**src/rtl/uart_pkg.sv**
```systemverilog
// ----------------------------------------------------------------------------
// uart_pkg
// Shared types and constants for the UART receiver slice.
//   rx_state_e           : receiver FSM states
//   DATA_BITS            : payload bits per frame (fixed at 8)
//   CLKS_PER_BIT_DEFAULT : default oversampling ratio
//   PARITY_MODE          : parity sense used by the optional parity check
//   parity_of()          : expected parity bit for a payload byte
// ----------------------------------------------------------------------------
package uart_pkg;

    localparam int DATA_BITS            = 8;
    localparam int CLKS_PER_BIT_DEFAULT = 16;

    typedef enum logic {
        PAR_EVEN,
        PAR_ODD
    } parity_mode_e;

    localparam parity_mode_e PARITY_MODE = PAR_EVEN;

    typedef enum logic [2:0] {
        IDLE,
        START,
        DATA,
        PARITY,
        STOP
    } rx_state_e;

    // Even parity: the parity bit makes the total count of ones even.
    function automatic logic parity_of(input logic [DATA_BITS-1:0] d);
        return (^d) ^ (PARITY_MODE == PAR_ODD);
    endfunction

endpackage

```
**src/rtl/uart_receiver_if.sv**
```systemverilog
// ----------------------------------------------------------------------------
// uart_receiver_if
// Bundles the receiver's line input, enable and result/strobe outputs.
//   iEN        : receiver enable (low forces IDLE)
//   iRx        : asynchronous serial line, idle high
//   odata      : last good byte
//   oValid     : one-cycle strobe, odata updated
//   oParityErr : one-cycle strobe, parity mismatch
//   oFrameErr  : one-cycle strobe, stop bit sampled low
//   oBusy      : receiver not in IDLE
// Modports: slave = receiver side, master = line driver / consumer side.
// ----------------------------------------------------------------------------
interface uart_receiver_if;
    import uart_pkg::*;

    logic                 iEN;
    logic                 iRx;
    logic [DATA_BITS-1:0] odata;
    logic                 oValid;
    logic                 oParityErr;
    logic                 oFrameErr;
    logic                 oBusy;

    modport slave (
        input  iEN, iRx,
        output odata, oValid, oParityErr, oFrameErr, oBusy
    );

    modport master (
        output iEN, iRx,
        input  odata, oValid, oParityErr, oFrameErr, oBusy
    );

endinterface

```
**src/rtl/uart_rx_sync.sv**
```systemverilog
// ----------------------------------------------------------------------------
// uart_rx_sync
// Two-flop synchronizer for the serial line plus one delayed copy used to
// detect a falling edge on the synchronized line.
//   iClk   : system clock
//   iRst_n : synchronous active-low reset (flops preset to 1)
//   iRx    : asynchronous serial input
//   oRx    : synchronized line (2 cycles of latency)
//   oFall  : synchronized line went 1 -> 0 this cycle
// ----------------------------------------------------------------------------
module uart_rx_sync (
    input  logic iClk,
    input  logic iRst_n,
    input  logic iRx,
    output logic oRx,
    output logic oFall
);

    logic r_meta;
    logic r_sync;
    logic r_prev;

    // NOTE: the flops reset to 1 (line idle), not 0, so leaving reset can
    // never look like a start-bit falling edge. Reset is sampled on the clock.
    always_ff @(posedge iClk) begin
        if (!iRst_n) begin
            r_meta <= 1'b1;
            r_sync <= 1'b1;
            r_prev <= 1'b1;
        end else begin
            // NOTE: non-blocking assignments so every flop samples the
            // pre-edge value of its source, forming a true shift chain.
            r_meta <= iRx;
            r_sync <= r_meta;
            r_prev <= r_sync;
        end
    end

    assign oRx   = r_sync;
    assign oFall = r_prev & ~r_sync;

endmodule

```
**src/rtl/uart_receiver.sv**
```systemverilog
// ----------------------------------------------------------------------------
// uart_receiver
// Serial-to-parallel UART receiver: 1 start bit, 8 data bits LSB first,
// optional even parity bit, 1 stop bit. Each bit is sampled at mid-bit.
// Optional feature macro: UART_RX_PARITY_EN (adds the PARITY state and makes
// oParityErr functional; otherwise oParityErr is tied low).
//   iClk   : system clock, rising edge
//   iRst_n : synchronous active-low reset
//   bus    : uart_receiver_if.slave (iEN, iRx in; odata, oValid,
//            oParityErr, oFrameErr, oBusy out)
// ----------------------------------------------------------------------------
module uart_receiver
    import uart_pkg::*;
#(
    parameter int CLKS_PER_BIT = CLKS_PER_BIT_DEFAULT
) (
    input  logic           iClk,
    input  logic           iRst_n,
    uart_receiver_if.slave bus
);

    localparam int TIMER_W = $clog2(CLKS_PER_BIT);
    localparam int IDX_W   = $clog2(DATA_BITS);
    localparam logic [TIMER_W-1:0] TIMER_LAST = TIMER_W'(CLKS_PER_BIT - 1);
    localparam logic [TIMER_W-1:0] TIMER_HALF = TIMER_W'(CLKS_PER_BIT / 2);
    localparam logic [IDX_W-1:0]   IDX_LAST   = IDX_W'(DATA_BITS - 1);

    rx_state_e            r_state,   w_state_nxt;
    logic [TIMER_W-1:0]   r_timer,   w_timer_nxt;
    logic [IDX_W-1:0]     r_bit_idx, w_idx_nxt;
    logic [DATA_BITS-1:0] r_shift,   w_shift_nxt;
    logic [DATA_BITS-1:0] r_data,    w_data_nxt;
    logic                 r_valid,   w_valid_nxt;
    logic                 r_ferr,    w_ferr_nxt;
`ifdef UART_RX_PARITY_EN
    logic                 r_par_err, w_par_err_nxt;
    logic                 r_perr,    w_perr_nxt;
`endif

    logic w_rx;
    logic w_fall;
    logic w_tick;

    uart_rx_sync u_sync (
        .iClk   (iClk),
        .iRst_n (iRst_n),
        .iRx    (bus.iRx),
        .oRx    (w_rx),
        .oFall  (w_fall)
    );

    // The timer wraps at CLKS_PER_BIT-1; loading it with half a bit on the
    // start edge puts every subsequent wrap at the middle of a bit.
    assign w_tick = (r_timer == TIMER_LAST);

    always_comb begin
        // NOTE: every output of this block gets a default first, so no path
        // leaves a signal unassigned and no latch is inferred.
        w_state_nxt   = r_state;
        w_timer_nxt   = r_timer;
        w_idx_nxt     = r_bit_idx;
        w_shift_nxt   = r_shift;
        w_data_nxt    = r_data;
        w_valid_nxt   = 1'b0;
        w_ferr_nxt    = 1'b0;
`ifdef UART_RX_PARITY_EN
        w_par_err_nxt = r_par_err;
        w_perr_nxt    = 1'b0;
`endif

        if (!bus.iEN) begin
            w_state_nxt = IDLE;
            w_timer_nxt = '0;
            w_idx_nxt   = '0;
        end else begin
            if (r_state != IDLE) begin
                w_timer_nxt = w_tick ? '0 : r_timer + TIMER_W'(1);
            end

            case (r_state)
                IDLE: begin
                    if (w_fall) begin
                        w_state_nxt = START;
                        w_timer_nxt = TIMER_HALF;
                    end
                end

                START: begin
                    if (w_tick) begin
                        // A line already back high at mid start bit is a glitch.
                        if (w_rx) begin
                            w_state_nxt = IDLE;
                        end else begin
                            w_state_nxt = DATA;
                            w_idx_nxt   = '0;
                        end
                    end
                end

                DATA: begin
                    if (w_tick) begin
                        w_shift_nxt[r_bit_idx] = w_rx;
                        if (r_bit_idx == IDX_LAST) begin
`ifdef UART_RX_PARITY_EN
                            w_state_nxt = PARITY;
`else
                            w_state_nxt = STOP;
`endif
                        end else begin
                            w_idx_nxt = r_bit_idx + IDX_W'(1);
                        end
                    end
                end

`ifdef UART_RX_PARITY_EN
                PARITY: begin
                    if (w_tick) begin
                        w_par_err_nxt = (w_rx != parity_of(r_shift));
                        w_state_nxt   = STOP;
                    end
                end
`endif

                STOP: begin
                    if (w_tick) begin
                        if (w_rx) begin
`ifdef UART_RX_PARITY_EN
                            if (r_par_err) begin
                                w_perr_nxt = 1'b1;
                            end else begin
                                w_valid_nxt = 1'b1;
                                w_data_nxt  = r_shift;
                            end
`else
                            w_valid_nxt = 1'b1;
                            w_data_nxt  = r_shift;
`endif
                        end else begin
                            w_ferr_nxt = 1'b1;
`ifdef UART_RX_PARITY_EN
                            w_perr_nxt = r_par_err;
`endif
                        end
                        // A start edge coinciding with the return to IDLE is
                        // taken immediately rather than lost.
                        if (w_fall) begin
                            w_state_nxt = START;
                            w_timer_nxt = TIMER_HALF;
                        end else begin
                            w_state_nxt = IDLE;
                        end
                    end
                end

                default: begin
                    w_state_nxt = IDLE;
                    w_timer_nxt = '0;
                end
            endcase
        end
    end

    always_ff @(posedge iClk) begin
        if (!iRst_n) begin
            r_state   <= IDLE;
            r_timer   <= '0;
            r_bit_idx <= '0;
            r_shift   <= '0;
            r_data    <= '0;
            r_valid   <= 1'b0;
            r_ferr    <= 1'b0;
`ifdef UART_RX_PARITY_EN
            r_par_err <= 1'b0;
            r_perr    <= 1'b0;
`endif
        end else begin
            r_state   <= w_state_nxt;
            r_timer   <= w_timer_nxt;
            r_bit_idx <= w_idx_nxt;
            r_shift   <= w_shift_nxt;
            r_data    <= w_data_nxt;
            r_valid   <= w_valid_nxt;
            r_ferr    <= w_ferr_nxt;
`ifdef UART_RX_PARITY_EN
            r_par_err <= w_par_err_nxt;
            r_perr    <= w_perr_nxt;
`endif
        end
    end

    assign bus.odata     = r_data;
    assign bus.oValid    = r_valid;
    assign bus.oFrameErr = r_ferr;
    assign bus.oBusy     = (r_state != IDLE);
`ifdef UART_RX_PARITY_EN
    assign bus.oParityErr = r_perr;
`else
    assign bus.oParityErr = 1'b0;
`endif

endmodule
```
**src/flat_wrapper.sv**
```systemverilog
// flat-port wrapper written by rule: the top's interface ports become plain ports
module uart_receiver_flat import uart_pkg::*;
#(
    parameter int CLKS_PER_BIT = CLKS_PER_BIT_DEFAULT
)
  (iClk, iRst_n, bus_iEN, bus_iRx, bus_odata, bus_oValid, bus_oParityErr, bus_oFrameErr, bus_oBusy);
  uart_receiver_if bus_i ();
  input  logic iClk;
  input  logic iRst_n;
  input wire logic [$bits(bus_i.iEN)-1:0] bus_iEN;
  input wire logic [$bits(bus_i.iRx)-1:0] bus_iRx;
  output wire logic [$bits(bus_i.odata)-1:0] bus_odata;
  output wire logic [$bits(bus_i.oValid)-1:0] bus_oValid;
  output wire logic [$bits(bus_i.oParityErr)-1:0] bus_oParityErr;
  output wire logic [$bits(bus_i.oFrameErr)-1:0] bus_oFrameErr;
  output wire logic [$bits(bus_i.oBusy)-1:0] bus_oBusy;
  assign bus_i.iEN = bus_iEN;
  assign bus_i.iRx = bus_iRx;
  assign bus_odata = bus_i.odata;
  assign bus_oValid = bus_i.oValid;
  assign bus_oParityErr = bus_i.oParityErr;
  assign bus_oFrameErr = bus_i.oFrameErr;
  assign bus_oBusy = bus_i.oBusy;
  uart_receiver #(.CLKS_PER_BIT(CLKS_PER_BIT)) u_core (.iClk(iClk), .iRst_n(iRst_n), .bus(bus_i));
endmodule
```
**config.mk**
```make
export PLATFORM = sky130hd
export DESIGN_NAME = uart_receiver_flat
export DESIGN_NICKNAME = d
export VERILOG_FILES = /design/src/rtl/uart_pkg.sv /design/src/rtl/uart_receiver_if.sv /design/src/rtl/uart_rx_sync.sv /design/src/rtl/uart_receiver.sv /design/src/flat_wrapper.sv
export SDC_FILE = /design/constraint.sdc
export NUM_CORES = 1
export LEC_CHECK = 0
export ABC_AREA = 0
export BUFFER_PORTS_ARGS = -buffer_cell sky130_fd_sc_hd__clkbuf_2
export CAP_MARGIN = 10
export CORE_MARGIN = 1
export CORE_UTILIZATION = 51
export DETAILED_ROUTE_END_ITERATION = 16
export GPL_TIMING_DRIVEN = 1
export HOLD_SLACK_MARGIN = 0.1
export PLACE_DENSITY = 0.74
export RECOVER_POWER = 100
export SYNTH_ARGS = -nofsm -noshare
export SYNTH_HDL_FRONTEND = slang
export SYNTH_SLANG_ARGS = --single-unit
```
**constraint.sdc**
```tcl
create_clock -name iClk -period 1.62 [get_ports iClk]
set_input_delay 0.243 -clock iClk [delete_from_list [all_inputs] [get_ports iClk]]
set_output_delay 0.243 -clock iClk [all_outputs]
set_load 0.03 [all_outputs]
```
# Word-level counts from Yosys, hierarchy flattened
# Cells that the tools add are included.
[word_totals]
register_bits = 31
input_bits = 4
out_inout_bits = 12
word_cells = 62
[op_classes]
addsub = 2
magnitude_cmp = 2
eq_ne = 12
mux = 23
bitwise_logic = 2
reduce_logical = 11
[op_table]
columns = ["operator", "count"]
rows = [
  ["$mux W3", 9],
  ["$mux W4", 4],
  ["$pmux W3 S4", 1],
  ["$pmux W4 S3", 1],
  ["$reduce_and A5 Y1", 2],
  ["$bwmux W8", 1],
  ["$ne A2 B1 Y1 const B", 4],
  ["$reduce_and A4 Y1", 2],
  ["$eq A3 B3 Y1 const B", 2],
  ["$ne A2 B2 Y1 const B", 3],
  ["$pmux W3 S2", 1],
  ["$add A4 B1 Y4 const B", 1],
  ["$eq A4 B4 Y1 const B", 1],
  ["$lt A3 B4 Y1 const B", 1],
  ["$mux W1", 4],
  ["$add A3 B1 Y3 const B", 1],
  ["$demux W1 S3", 1],
  ["$eq A3 B1 Y1 const B", 1],
  ["$eq A3 B2 Y1 const B", 1],
  ["$ge A3 B1 Y1 const B", 1],
  ["$logic_not A3 Y1", 1],
  ["$reduce_and A3 Y1", 1],
  ["$reduce_bool A3 Y1", 1],
  ["$mux W2", 1],
  ["6 further kinds", 6],
]

# Logic depth before layout (Yosys ltp)
[depth]
word_depth = 6
mapped_depth = 7
depth_no_buf = 6

# Hierarchy
# From an unflattened synthesis, not the netlist that was laid out.
[hier_totals]
cells_unflattened = 154
hier_area_um2 = 1398.8
[by_module_without_submodules]
columns = ["mod", "instances", "cells_per_inst", "area_per_inst_um2", "seq_area_each_um2"]
rows = [
  ["uart_receiver", 1, 147, 1313.8, 560.5],
  ["uart_rx_sync", 1, 7, 85.1, 60.1],
]

# Least setup slack after synthesis
# OpenSTA, ideal clock, no wires.
[synth_path]
path_kind = "register to register"
start = "register u_core.r_bit_idx[0]"
end = "register u_core.r_bit_idx[0]"
setup_time_ps = 70
arrival_time_ps = 1490
required_time_ps = 1550
setup_slack_ps = 60
path_stages_with_launch = 7
n_path_buf = 0
synth_period_minus_slack_ps = 1560
path_cell_list = "dfxtp_1 > ha_1 > ha_1 > nor3b_1 > o211ai_1 > or3_1 > a21oi_1"
[synth_between]
elab_chain_cells = 4
word_cells_on_any_way = 7
classes_between = "add/sub: 1; eq/ne: 2; mux: 3; reduce/logical: 1"
[synth_rtl]
columns = ["item", "line", "source"]
rows = [
  ["from (decl)", "uart_receiver.sv:30", "logic [IDX_W-1:0] r_bit_idx, w_idx_nxt;"],
  ["from (signal assigned)", "uart_receiver.sv:179", "r_bit_idx <= w_idx_nxt;"],
  ["$add A3 B1 Y3", "uart_receiver.sv:110", "w_idx_nxt = r_bit_idx + IDX_W'(1);"],
  ["$mux W3", "uart_receiver.sv:103", "if (r_bit_idx == IDX_LAST) begin"],
  ["$mux W3", "uart_receiver.sv:101", "if (w_tick) begin"],
  ["$pmux W3 S2", "uart_receiver.sv:80", "case (r_state)"],
]
# Parallel ways exist; a longest one is shown, timed or not. The select of a mux whose other input is x is not followed.
# A chain may end at the register's enable or synchronous reset.

# Worst setup path in the final report
# Same ends and word-level chain as after synthesis.

==> key figures <==
Final layout
  • Final std cell area, no fill: roughly 0.0018 mm^2
  • P&R area growth vs syn: 22.7%
  • Layout Utilization: 0.684
  • Nets: 200
  • Most frequent cells in the layout: 35 x nand2_1, 25 x dfxtp_1, 19 x buf_4
  • Share of cells above drive strength 1: 0.273
  • ANT cells: 0
  • Most common cell after layout, fill and taps aside: nand2_1

Global routing
  • Largest net degree at the start of global routing: 21
  • Global route overflow: 0
  • First-pass GRT wire length: about 4700 um
  • Vias in the first global route: 1096
  • GR Util All Layers: 0.225
  • Initial antenna violation count: 0

Route
  • Post-route DRC: 0
  • Initial DRC count: 38
  • Antenna viol nets, final: 0
  • DRT Pass-1 Iters: 5
  • Vias per cell: about 5.4
  • Drt wl/cell: 13.5 um
  • Routed length on met2: ~1500 um
  • Metal-1 WL: approximately 1300 um
  • Vias post-DR: ~1200
  • Post-Route WL: slightly above 3000 um
  • Max layer used: met4
  • Met3 WL: between 100 and 150 um

Clocking
  • Max Root-Sink Buffers: 2
  • CTS clk-pin slew, worst paths: 0.10 ns
  • CTS tree: yes
  • Root Driver: clkbuf_4
  • TritonCTS Buffers: 5
  • CTS H-Tree Depth: 2
  • CTS Sinks: 31
  • Latest clock arrival within the worst-skew pair: around 0.33 ns

Worst setup path
  • Worst setup path start: u_core.r_bit_idx[0]
  • Crit path cell chain: ha_4, ha_4, nor3b_2, o211ai_1, or3_1, a21oi_2
  • Crit path buf inv count: 0
  • Slowest cell delay on critical path: 0.44 ns
  • Cell family contributing the most delay on the critical path: simple AND/OR/NAND/NOR gates
  • R2r worst-path depth: 6
  • CP max stage cell: or3_1
  • Startpoint types: flip-flop
  • Endpoint class of the critical path: flip-flop
  • Crit path DAT: 2.00 ns
  • Max FO, Critical Path: 5
  • Cell repeated most along the worst path: ha_4
  • Crit path depth: 6
  • Critical Path RT: between 1.5 and 2 ns
  • RR Startpoint: u_core.r_bit_idx[0]
  • Crit Path Class: flip-flop to flip-flop

Job
  • Maxcap violations: 0

Pwr
  • Worst vdd ir: a little over 600 uV
  • Pwr Density: between 700 and 800 mW/mm^2
  • Leakage: 0.779 nW
  • Pwr Total: about 1.2 mW

Logic synthesis
  • Dominant cells by area after synthesis: dfxtp_1 43%, mux2i_1 12%, nand2_1 9.2%
  • Post-Syn Instances: around 160
  • Cell Area, Synth: roughly 0.0014 mm^2
  • Post-synthesis sequential area ratio: 0.434
  • Netlist cell types: 38
  • YS warnings: 0
  • Synthesis-stage register bit count: 31
  • Synth area leader: dfxtp_1
  • Syn_area_per_cell: between 8 and 9 um^2
  • Syn nets: around 170
  • Yosys top cell area share: 0.434

STA
  • Setup repair after global routing missed its margin: yes
  • Worst setup margin: -0.127 ns
  • Final setup fails: 3
  • Final Cycle Share: 1.08
  • Worst Clk Skew: between 0.01 and 0.015 ns
  • Final hold vios: 0
  • Final Critical Period: ~1.7 ns
  • WHS: between 0.15 and 0.2 ns
  • Fmax achieved: 572 MHz
  • Pins Over Slew Limit: 0

Floorplanning
  • DIE AREA: slightly above 0.003 mm^2
  • Initial Util: 0.557
  • Die Wd: roughly 55 um
  • Row Count: 18
  • Vert. Die Dim: 55.0 um
  • Core area: ~0.0026 mm^2
  • IO Pins: 16

Hold path
  • Hold depth: 3
  • Min-Delay Path Class: input pin to flip-flop
  • Hold Crit Start: bus_iEN

Placed design
  • DPL Wire Length: 2100 um
  • Dpl cell area: between 0.0015 and 0.002 mm^2
  • IO Port Bufs: 14
  • Final Wtd Congestion: about 0.83

Status
  • Failing checks: negative setup slack
  • Outcome: complete, but fails checks
==> flip-flops by register name, summed over array words and instances (netlist names) <==
signal and flops:
u_core.bus.odata 8, u_core.r_shift 8, u_core.r_timer 4, u_core.r_bit_idx 3
u_core.r_state 3, u_core.bus.oFrameErr 1, u_core.bus.oValid 1, u_core.u_sync.oRx 1
u_core.u_sync.r_meta 1, u_core.u_sync.r_prev 1
==> cells in the mapped netlist <==
| master | number |
|---|---|
| nor2_1 | 7 |
| nor4b_1 | 1 |
| clkbuf_1 | 2 |
| o21ai_1 | 2 |
| nor4_1 | 1 |
| or2_1 | 3 |
| mux2i_1 | 17 |
| o211ai_1 | 1 |
| or3_1 | 1 |
| xor2_1 | 3 |
| nand2_1 | 35 |
| a31oi_1 | 1 |
| ha_1 | 3 |
| maj3_1 | 1 |
| buf_4 | 1 |
| mux2_2 | 1 |
| buf_2 | 3 |
| nor3_2 | 3 |
| nor2b_1 | 3 |
| conb_1 | 1 |
| a2111oi_0 | 1 |
| nand4_1 | 3 |
| o21ai_0 | 2 |
| nand3_1 | 3 |
| dfxtp_1 | 31 |
| inv_2 | 1 |
| or3b_1 | 1 |
| nand4_4 | 1 |
| and3_1 | 1 |
| inv_1 | 3 |
| xnor2_1 | 1 |
| o2111ai_1 | 1 |
| buf_6 | 2 |
| nand2b_1 | 4 |
| nor3_1 | 1 |
| a21oi_1 | 9 |
| nor3b_1 | 3 |
| a221oi_1 | 1 |
==> worst reg2reg max path, cell delays in order, from the launching register on <==
cell and delay, ns:
dfxtp_2 0.34, ha_4 0.17, ha_4 0.16, nor3b_2 0.22, o211ai_1 0.23, or3_1 0.44
a21oi_2 0.13
==> area by class of cell <==
| type | count | area (um^2) |
|---|---|---|
| Sequential cell | 31 | 631 |
| Clock inverter | 1 | 5.00 |
| Inverter | 4 | 15.0 |
| Clock buffer | 7 | 45.0 |
| Tap cell | 30 | 37.5 |
| Multi-Input combinational cell | 116 | 790 |
| Fill cell | 210 | 812 |
| Timing Repair Buffer | 35 | 233 |
==> worst paths after layout <==
check	end	slack (ns)
min	u_core.bus.oValid	0.20
max	u_core.r_bit_idx[0]	-0.13
max reg2reg	u_core.r_bit_idx[0]	-0.13
min reg2reg	u_core.u_sync.oRx	0.42
==> through the flow <==
step           cells  setup slack, ns  TNS [ns]
6_report         224           -0.127    -0.254
5_1_grt          224           -0.185    -0.472
4_1_cts          216          -0.0609    -0.117
3_5_place_dp     207          -0.0655    -0.492
3_3_place_gp     207          -0.0249    -0.159
2_1_floorplan    159           0.0597         0
==> layer usage <==
metal  GRT usage  vias up
li1            -      609
met1       0.257      559
met2       0.382       37
met3      0.0738       14
met4      0.0958        0
met5           0        -
==> power breakdown <==
| part | switching (mW) | total (mW) | internal [mW] | leakage (nW) |
|---|---|---|---|---|
| clock | 0.246 | 0.415 | 0.169 | 0.0293 |
| combinational | 0.0360 | 0.0566 | 0.0206 | 0.496 |
| sequential | 0.00368 | 0.768 | 0.764 | 0.254 |
==> cell families after synthesis <==
kind of cell / synth area share
AND/OR/NAND/NOR: 0.258
flip-flops: 0.434
AO/OA/AOI/OAI: 0.0735
multiplexers: 0.127
buffers and inverters: 0.0472
adder cells (fa/ha/maj): 0.0332
XOR/XNOR: 0.0245
other: 0.00262
==> timing repair <==
item | 4_1_cts | 5_1_grt
cloned | 0 | 0
pin swaps | 0 | 9
hold buffers | 1 | 0
endpoints found under the setup margin | 10 | 18
endpoints found under the hold margin | 1 | 0
resized for setup | 2 | 20
setup buffers | 0 | 8
Power figures use the tool's default switching activity.
